[src/rtl/dice_pkg.sv]
// Shared definitions for the dice display driver.
//   SEG_0..SEG_9, SEG_BLANK : lit vectors {dp,g,f,e,d,c,b,a}, 1 = segment lit
//   dice_state_e            : binary-to-decimal converter FSM states
//   seg7_encode()           : 4-bit digit -> 8-bit lit vector (dp never lit)
package dice_pkg;

    localparam logic [7:0] SEG_0     = 8'h3F;
    localparam logic [7:0] SEG_1     = 8'h06;
    localparam logic [7:0] SEG_2     = 8'h5B;
    localparam logic [7:0] SEG_3     = 8'h4F;
    localparam logic [7:0] SEG_4     = 8'h66;
    localparam logic [7:0] SEG_5     = 8'h6D;
    localparam logic [7:0] SEG_6     = 8'h7D;
    localparam logic [7:0] SEG_7     = 8'h07;
    localparam logic [7:0] SEG_8     = 8'h7F;
    localparam logic [7:0] SEG_9     = 8'h6F;
    localparam logic [7:0] SEG_BLANK = 8'h00;

    localparam logic [6:0] VALUE_MAX = 7'd99;

    typedef enum logic [0:0] {
        ST_IDLE    = 1'b0,
        ST_CONVERT = 1'b1
    } dice_state_e;

    // Digits outside 0..9 cannot occur; they map to a dark digit.
    function automatic logic [7:0] seg7_encode(input logic [3:0] digit);
        logic [7:0] lit;
        case (digit)
            4'd0:    lit = SEG_0;
            4'd1:    lit = SEG_1;
            4'd2:    lit = SEG_2;
            4'd3:    lit = SEG_3;
            4'd4:    lit = SEG_4;
            4'd5:    lit = SEG_5;
            4'd6:    lit = SEG_6;
            4'd7:    lit = SEG_7;
            4'd8:    lit = SEG_8;
            4'd9:    lit = SEG_9;
            default: lit = SEG_BLANK;
        endcase
        return lit;
    endfunction

endpackage

[src/rtl/dice_display_driver_bin2bcd_seq.sv]
// Sequential binary (0..99) to two-digit decimal converter.
// Repeated subtract-by-ten; a new strobe at any time restarts with the new value.
//   clk, rst_n   : clock, async active-low reset
//   value_in     : binary value, clamped to 99
//   value_valid  : single-cycle load strobe
//   ones, tens   : committed digits (both updated on the same edge)
//   loaded       : set by the first completed conversion, held until reset
//   busy         : high from the load edge through the commit cycle
module bin2bcd_seq
    import dice_pkg::*;
(
    input  logic       clk,
    input  logic       rst_n,
    input  logic [6:0] value_in,
    input  logic       value_valid,
    output logic [3:0] ones,
    output logic [3:0] tens,
    output logic       loaded,
    output logic       busy
);

    dice_state_e state_r, state_next_s;
    logic [6:0]  rem_r, rem_next_s;
    logic [3:0]  tcnt_r, tcnt_next_s;
    logic        commit_s;
    logic [3:0]  ones_r, tens_r;
    logic        loaded_r, busy_r;

    // Next-state logic: load/restart on strobe, otherwise subtract until below ten.
    always_comb begin
        state_next_s = state_r;
        rem_next_s   = rem_r;
        tcnt_next_s  = tcnt_r;
        commit_s     = 1'b0;
        if (value_valid) begin
            state_next_s = ST_CONVERT;
            rem_next_s   = (value_in > VALUE_MAX) ? VALUE_MAX : value_in;
            tcnt_next_s  = 4'd0;
        end else begin
            case (state_r)
                ST_IDLE: begin
                    state_next_s = ST_IDLE;
                end
                ST_CONVERT: begin
                    if (rem_r >= 7'd10) begin
                        rem_next_s  = rem_r - 7'd10;
                        tcnt_next_s = tcnt_r + 4'd1;
                    end else begin
                        commit_s     = 1'b1;
                        state_next_s = ST_IDLE;
                    end
                end
                default: begin
                    state_next_s = ST_IDLE;
                end
            endcase
        end
    end

    // Converter state, working registers and committed digits.
    always_ff @(posedge clk or negedge rst_n) begin
        if (!rst_n) begin
            state_r  <= ST_IDLE;
            rem_r    <= 7'd0;
            tcnt_r   <= 4'd0;
            ones_r   <= 4'd0;
            tens_r   <= 4'd0;
            loaded_r <= 1'b0;
            busy_r   <= 1'b0;
        end else begin
            state_r <= state_next_s;
            rem_r   <= rem_next_s;
            tcnt_r  <= tcnt_next_s;
            // Covering the current state as well keeps busy up through the commit cycle.
            busy_r  <= (state_next_s == ST_CONVERT) || (state_r == ST_CONVERT);
            if (commit_s) begin
                ones_r   <= rem_r[3:0];
                tens_r   <= tcnt_r;
                loaded_r <= 1'b1;
            end else begin
                ones_r   <= ones_r;
                tens_r   <= tens_r;
                loaded_r <= loaded_r;
            end
        end
    end

    assign ones   = ones_r;
    assign tens   = tens_r;
    assign loaded = loaded_r;
    assign busy   = busy_r;

endmodule

[src/rtl/dice_display_driver.sv]
// Two-digit multiplexed 7-segment display driver.
//   REFRESH_CYCLES : clock cycles per digit phase (>= 2)
//   clk, rst_n     : clock, async active-low reset
//   value_in       : binary roll result (clamped to 99)
//   value_valid    : load strobe for value_in
//   blank          : dark display while high, digits retained
//   seg_pol        : level at which a segment output is lit
//   com_pol        : level at which a common output is active
//   seg_out        : {dp,g,f,e,d,c,b,a}
//   com_out        : [0] ones common, [1] tens common
//   com_oe         : common output enables (11 after the first edge out of reset)
//   busy           : conversion in progress
module dice_display_driver
    import dice_pkg::*;
#(
    parameter int REFRESH_CYCLES = 10000
)(
    input  logic       clk,
    input  logic       rst_n,
    input  logic [6:0] value_in,
    input  logic       value_valid,
    input  logic       blank,
    input  logic       seg_pol,
    input  logic       com_pol,
    output logic [7:0] seg_out,
    output logic [1:0] com_out,
    output logic [1:0] com_oe,
    output logic       busy
);

    localparam int CW = (REFRESH_CYCLES > 2) ? $clog2(REFRESH_CYCLES) : 1;
    localparam logic [CW-1:0] CNT_LAST = CW'(REFRESH_CYCLES - 1);

    logic [3:0]    ones_s, tens_s;
    logic          loaded_s;
    logic [CW-1:0] cnt_r, cnt_next_s;
    logic          phase_r, phase_next_s;
    logic [7:0]    lit_r, lit_next_s;
    logic [1:0]    act_r, act_next_s;
    logic [1:0]    com_oe_r;

    bin2bcd_seq u_bin2bcd (
        .clk         (clk),
        .rst_n       (rst_n),
        .value_in    (value_in),
        .value_valid (value_valid),
        .ones        (ones_s),
        .tens        (tens_s),
        .loaded      (loaded_s),
        .busy        (busy)
    );

    // Refresh counter wrap and phase toggle.
    always_comb begin
        cnt_next_s   = cnt_r + {{(CW-1){1'b0}}, 1'b1};
        phase_next_s = phase_r;
        if (cnt_r == CNT_LAST) begin
            cnt_next_s   = {CW{1'b0}};
            phase_next_s = ~phase_r;
        end else begin
            cnt_next_s   = cnt_r + {{(CW-1){1'b0}}, 1'b1};
            phase_next_s = phase_r;
        end
    end

    // Lit/active vectors are derived from the next counter state so the
    // registered vectors line up with the counter (count 0 is the dark cycle).
    always_comb begin
        lit_next_s = SEG_BLANK;
        act_next_s = 2'b00;
        if (blank || !loaded_s || (cnt_next_s == {CW{1'b0}})) begin
            lit_next_s = SEG_BLANK;
            act_next_s = 2'b00;
        end else if (phase_next_s == 1'b0) begin
            lit_next_s = seg7_encode(ones_s);
            act_next_s = 2'b01;
        end else if (tens_s != 4'd0) begin
            lit_next_s = seg7_encode(tens_s);
            act_next_s = 2'b10;
        end else begin
            // Leading zero: tens phase stays dark.
            lit_next_s = SEG_BLANK;
            act_next_s = 2'b00;
        end
    end

    // Refresh state and display vectors.
    always_ff @(posedge clk or negedge rst_n) begin
        if (!rst_n) begin
            cnt_r    <= {CW{1'b0}};
            phase_r  <= 1'b0;
            lit_r    <= SEG_BLANK;
            act_r    <= 2'b00;
            com_oe_r <= 2'b00;
        end else begin
            cnt_r    <= cnt_next_s;
            phase_r  <= phase_next_s;
            lit_r    <= lit_next_s;
            act_r    <= act_next_s;
            com_oe_r <= 2'b11;
        end
    end

    // Polarity is applied after the registers so pin changes take effect at once.
    assign seg_out = lit_r ~^ {8{seg_pol}};
    assign com_out = act_r ~^ {2{com_pol}};
    assign com_oe  = com_oe_r;

endmodule

[config.mk]
export PLATFORM = sky130hd
export DESIGN_NAME = dice_display_driver
export DESIGN_NICKNAME = d
export VERILOG_FILES = /design/src/rtl/dice_pkg.sv /design/src/rtl/dice_display_driver_bin2bcd_seq.sv /design/src/rtl/dice_display_driver.sv
export SDC_FILE = /design/constraint.sdc
export NUM_CORES = 1
export LEC_CHECK = 0
export CORE_MARGIN = 2
export CORE_UTILIZATION = 54
export CTS_BUF_LIST = sky130_fd_sc_hd__clkbuf_2 sky130_fd_sc_hd__clkbuf_4 sky130_fd_sc_hd__clkbuf_8
export DETAILED_ROUTE_END_ITERATION = 16
export PLACE_DENSITY = 0.79
export SETUP_SLACK_MARGIN = 0.15
export SYNTH_ARGS = -nofsm -noshare
export SYNTH_HDL_FRONTEND = slang
export SYNTH_HIERARCHICAL = 1
export SYNTH_SLANG_ARGS = --single-unit
[constraint.sdc]
create_clock -name clk -period 2.2 [get_ports clk]
set_input_delay 0.44 -clock clk [delete_from_list [all_inputs] [get_ports clk]]
set_output_delay 0.44 -clock clk [all_outputs]
set_load 0.1 [all_outputs]
==> results.toml, run 1 <==
[status]
outcome = "finished, violations left"
violations = "negative setup slack"

[logic_synthesis]
syn-num-nets = 308
synth.top_cell.area_share_pct = 41.8
avgSynthCellArea_sq_um = 10.0
syn_inst = 281
synthesis.area_sq_um = 2820
ys_async_sr_fraction_pct = 100
synthTopCellsByArea = "dfrtp_1 42%, ha_1 6.2%, xnor2_1 5.0%, mux2_2 4.4%, nor2_1 3.2%"
post-synth-top-count-cell = "dfrtp_1"
ys_ff_latch = 47
dominantRegCellSynth = "dfrtp_1"
synth_cell_types = 71
synth_commonest_cells = "47 x dfrtp_1, 24 x nor2_1, 19 x nand2_1"
synth_edf_count = 0
yosysTopAreaCell = "dfrtp_1"
yosysWarnings = 6
ys_seq_area_share_pct = 41.8

[sta]
fin_crit_ns = 2.22
min_period_over_period_pct = 101
slew_viol_final = 0
setup_viol = 1
hold_viol = 0
grt_setup_unrepaired = "true"
hold-worst-slack_ns = 0.225
tightestPinTransition_ns = 0.591
relSlewSlack_pct = 60.6
fmax_mhz = 450
setup_total_negative_slack_ns = -0.0206
fin_skew_ns = 0.00613
timing.final.ws_setup_ns = -0.0206

[floorplan]
num_io_pins = 26
die_height_microns = 76.2
die_w_microns = 76.2
core_area_sq_um = 5070
num_rows = 26
initial_core_util_pct = 55.5
die_area_sq_um = 5810

[clock_network]
cts_buffers = 5
htree_num_levels = 2
clkLatencyLatePin_ns = 0.29
clock_path_buffers = 2
root_buffer = "clkbuf_8"
cts_sinks = 47
hold_buffers = 0
cts_tree = "built"
path_clk_slew_ns = 0.09

[global_route]
antenna_found_initial = 0
grt_overflow = 0
grt_usage_pct = 22.5
grt_first_pass_wirelength_mm = 10.6
grt_max_degree = 48
first_global_vias = 2282

[detailed_routing]
dr.pass1.iters = 4
ant_nets = 0
vias = 2341
wl_mm = 6.43
dr.first_iter.drc_count = 102
wl_per_cell_microns = 15.6
via_per_inst = 5.70
drcViolationCount = 0

[cells_and_area]
area_delta_synth_final_pct = 38.2
drive_above_1_share_pct = 34.6
fillerInstances = 343
post-route-util_pct = 76.7
final_nets = 368
instances_no_fill = 411
n_antenna_cell = 0

[placed_design]
dpl.hpwl_mm = 4.13
place_inst = 383
port_buffers = 25
dp_slack_ns = -0.0484
place_congestion = 0.883

[critical_path]
worst_ep_required_time_ns = 2.38
crit_fanout = 4
criticalPathCategory = "reg2reg"
setup.worst_path.start_class = "flip-flop"
worst_ep_arrival_time_ns = 2.40
critPathCaptureType = "flip-flop"

[min_path]
hold_class = "in2async"

[flow_run]
cap_violations = 0

[pwr]
p_per_area_nw_per_um2 = 1060
p_leak_uw = 0.00174
vdd_drop_max_mv = 0.782
## worst max-delay path, stage by stage, from the launching register on
cell     delay (ns)
dfrtp_1        0.41
or3_4          0.43
nor4_4         0.29
buf_4          0.19
a41oi_4        0.04
nor4_4         0.35
a211o_1        0.28
nor2_1         0.10
## registers in the layout (all words and copies together) (netlist names)
name,cells
phase_r,1
u_bin2bcd/state_r,1
u_bin2bcd/loaded,1
u_bin2bcd/ones,4
com_oe,1
act_r,2
u_bin2bcd/rem_r,7
u_bin2bcd/tens,4
u_bin2bcd/busy,1
u_bin2bcd/tcnt_r,4
lit_r,7
cnt_r,14
## cell usage in the layout, fill, tap and decap left out, types with 3 or more instances in the layout
cell,count
dfrtp_1,44
buf_4,39
nor2_1,23
nand2_1,19
inv_1,18
o21ai_0,14
ha_1,13
buf_12,12
mux2_2,11
a21oi_1,11
clkdlybuf4s50_1,11
xnor2_4,7
xnor2_1,7
nor3_1,6
clkbuf_8,6
nand3_1,5
xor2_1,4
or3_1,4
o22ai_1,4
nand2b_1,4
nor4_4,3
xnor2_2,3
nand4_1,3
nor3_4,3
nor2b_1,3
dfrtp_2,3
a31oi_1,3
## metrics by stage
step	power, uW	cell area [sq um]
final	4140	3890
after detailed placement	3540	3510
after global placement	3480	3510
after CTS	4080	3800
after global routing	4380	3890
after floorplan	2920	2990
## where the power goes
group	internal, uW	switching, uW
Clock	247	276
Sequential	1070	323
Combinational	933	1290
Total	2260	1890
## logic make-up after synthesis
kind of cell	after synthesis	share of synthesized area (%)
multiplexers	13	5.29
adder cells (fa/ha/maj)	14	6.22
buffers and inverters	32	4.89
AO/OA/AOI/OAI	61	15.3
other	1	0.133
flip-flops	47	41.8
AND/OR/NAND/NOR	91	19.2
XOR/XNOR	22	7.11
## area by class of cell
class | count | area [sq um] | area share (%)
Clock buffer | 6 | 82.6 | 2.12
Sequential cell | 47 | 1180 | 30.3
Multi-Input combinational cell | 203 | 1800 | 46.2
Tap cell | 70 | 87.6 | 2.25
Clock inverter | 1 | 5.00 | 0.129
Inverter | 20 | 80.1 | 2.06
Timing Repair Buffer | 64 | 659 | 17.0
## per-layer routing
metal	up-vias	wire length (microns)	part of all wire (%)	GRT usage, %
met4	0	151	2.3	9.09
met1	1144	2610	41	26.7
li1	1125	-	-	-
met5	-	0	0	0
met3	16	240	3.7	3.79
met2	56	3420	53	40.5
## worst paths after layout
check,from,end,slack [ns],cells past startpoint
setup / recovery,cnt_r[5],act_r[0],-0.02,7
hold / removal,rst_n,cnt_r[4],0.23,2
setup reg to reg,cnt_r[5],act_r[0],-0.02,7
hold reg to reg,u_bin2bcd/loaded,u_bin2bcd/loaded,0.48,1
max in group asynchronous,rst_n,cnt_r[0],1.54,2
min in group clk,u_bin2bcd/loaded,u_bin2bcd/loaded,0.48,1
## repair_timing
item / 4_1_cts / 5_1_grt
resized for setup: 11 / 10
endpoints found under the setup margin: 9 / 9
gates cloned: 1 / 0
pin swaps: 11 / 11
setup buffers: 18 / 2
Power figures use the tool's default switching activity.
==> run 2, diff against run 1 <==
--- a/config.mk
+++ b/config.mk
@@ -5,7 +5,8 @@
 export SDC_FILE = /design/constraint.sdc
 export NUM_CORES = 1
 export LEC_CHECK = 0
-export CORE_MARGIN = 2
+export CORE_ASPECT_RATIO = 0.75
+export CORE_MARGIN = 5
 export CORE_UTILIZATION = 54
 export CTS_BUF_LIST = sky130_fd_sc_hd__clkbuf_2 sky130_fd_sc_hd__clkbuf_4 sky130_fd_sc_hd__clkbuf_8
 export DETAILED_ROUTE_END_ITERATION = 16
==> run 2 against run 1 <==
The flow still finishes with violations (negative setup slack). Non-clock buffer count fell by 7. Global-route usage fell by 2.0 points. Combinational power barely moved. Critical path depth rose by 2. Total power fell by 0.21%. Sequential cell count did not move. Critical endpoint is now lit_r[2].
==> results.toml, run 2 (synthesis gave the netlist of run 1 again) <==
[sta]
hold_viol = 0
slew_viol_final = 0
tightestPinTransition_ns = 0.604
setup_viol = 1
timing.final.ws_setup_ns = -0.00556
relSlewSlack_pct = 59.7
hold-worst-slack_ns = 0.224
min_period_over_period_pct = 100
grt_setup_unrepaired = "true"
fin_crit_ns = 2.21
fmax_mhz = 453
fin_skew_ns = 0.0103

[clock_network]
root_buffer = "clkbuf_8"
cts_sinks = 47
clkLatencyLatePin_ns = 0.30
cts_buffers = 5
cts_tree = "built"
htree_num_levels = 2
clock_path_buffers = 2
path_clk_slew_ns = 0.08

[critical_path]
r2r.worst_path.cells = 9
critPathCaptureType = "flip-flop"
criticalPathCategory = "reg2reg"
setup.worst_path.start_class = "flip-flop"
r2r_slack_ns = -0.006
worst_ep_arrival_time_ns = 2.38
reg2reg_to = "lit_r[2]"
worst_ep_required_time_ns = 2.37
r2r-start = "cnt_r[1]"
crit_fanout = 4
cp-startpoint = "cnt_r[1]"

[detailed_routing]
wl_mm = 6.67
dr.pass1.iters = 4
wl_per_cell_microns = 16.4
drcViolationCount = 0
via_per_inst = 5.63
vias = 2286
dr.first_iter.drc_count = 122
ant_nets = 0

[pwr]
netSwitchingPower_uw = 1880
combPwrFrac_pct = 53.2
switching_share_pct = 45.5
pwr-share-clk_pct = 12.7
total_power_uw = 4130
p_seq_share_pct = 34.1
p_leak_uw = 0.00172
vdd_drop_max_mv = 0.537
p_int_uw = 2250
p_per_area_nw_per_um2 = 1070

[placed_design]
dpl.hpwl_mm = 4.37
port_buffers = 25
placed_cell_area_sq_um = 3470
place_congestion = 0.877
place_inst = 380

[cells_and_area]
n_antenna_cell = 0
top_regs = "cnt_r: 14 flops, lit_r: 7 flops, u_bin2bcd/rem_r: 7 flops"
final_area_sq_um = 3860
area_delta_synth_final_pct = 37.0
drive_above_1_share_pct = 33.8
largest_reg_flops = 14
top_register = "cnt_r"
instances_no_fill = 406
final_common_cell = "dfrtp_1"
final_nets = 361
final_cell_mix = "44 x dfrtp_1, 30 x buf_4, 24 x nor2_1"

[global_route]
grt_first_pass_wirelength_mm = 11.0
antenna_found_initial = 0
grt_overflow = 0
grt_usage_pct = 20.5
first_global_vias = 2201
grt_max_degree = 48

[floorplan]
initial_core_util_pct = 56.5
die_w_microns = 93.4
die_height_microns = 72.5
num_rows = 22
core_area_sq_um = 4980
num_io_pins = 26
die_area_sq_um = 6770

[flow_run]
cap_violations = 0

[status]
outcome = "finished, violations left"
violations = "negative setup slack"

[min_path]
hold_class = "in2async"
run 2: changes by cell type in the layout (fill, tap and decap cells not counted), sizes merged:
cell,delta
buf,-7
run 2: metrics by stage:
stage          setup WS, ns  setup TNS [ns]  util, %
6_report           -0.00556        -0.00556     77.4
5_1_grt             -0.0947          -0.663     77.4
4_1_cts              0.0910               0     74.6
3_5_place_dp        -0.0970          -0.669     69.7
3_3_place_gp         0.0298               0     69.7
2_1_floorplan        -0.114          -0.114        -
run 2: worst max-delay path, stage by stage, from the launching register on:
cell     delay [ns]
dfrtp_1        0.42
ha_4           0.19
nand3_4        0.09
buf_6          0.14
nor4_4         0.29
buf_4          0.18
a41oi_2        0.06
nor4_4         0.39
a211o_1        0.25
a21oi_1        0.06
run 2: final cells by class:
| type | instances | area [sq um] |
|---|---|---|
| multi-input combinational | 203 | 1810 |
| inverter | 20 | 80.1 |
| fill | 308 | 1130 |
| sequential | 47 | 1180 |
| clock buffer | 6 | 82.6 |
| timing repair buffer | 57 | 606 |
| tap | 72 | 90.1 |
| clock inverter | 1 | 5.00 |
run 2: what timing repair did:
| item | CTS | global route |
|---|---|---|
| buffers inserted | 11 | 7 |
| endpoints found under the setup margin | 9 | 17 |
| gates cloned | 1 | 0 |
| hold buffers | 0 | 0 |
| gates resized for setup | 14 | 14 |
| pin swaps | 8 | 12 |
run 2: how the worst max path moves through the flow:
stage	end	cells after the start
6_report	lit_r[2]	9
5_1_grt	lit_r[2]	9
4_1_cts	lit_r[0]	7
3_5_place_dp	lit_r[0]	6
3_3_place_gp	lit_r[3]	7
2_1_floorplan	seg_out[0]	2
run 2: routing by layer:
metal  wire, microns  share of wire [%]  track usage, %
met1            3050                 46            28.2
met2            3270                 49            33.2
met3             294                4.4            4.56
met4              51               0.76            4.88
met5               0                  0               0
run 2: power groups by stage:
stage / Sequential (uW) / Combinational, uW / Clock, uW
3_5_place_dp: 1420 / 2130 / 0
6_report: 1410 / 2200 / 525
2_1_floorplan: 1320 / 1600 / 0
4_1_cts: 1400 / 2150 / 532
3_3_place_gp: 1400 / 2090 / 0
5_1_grt: 1460 / 2350 / 575
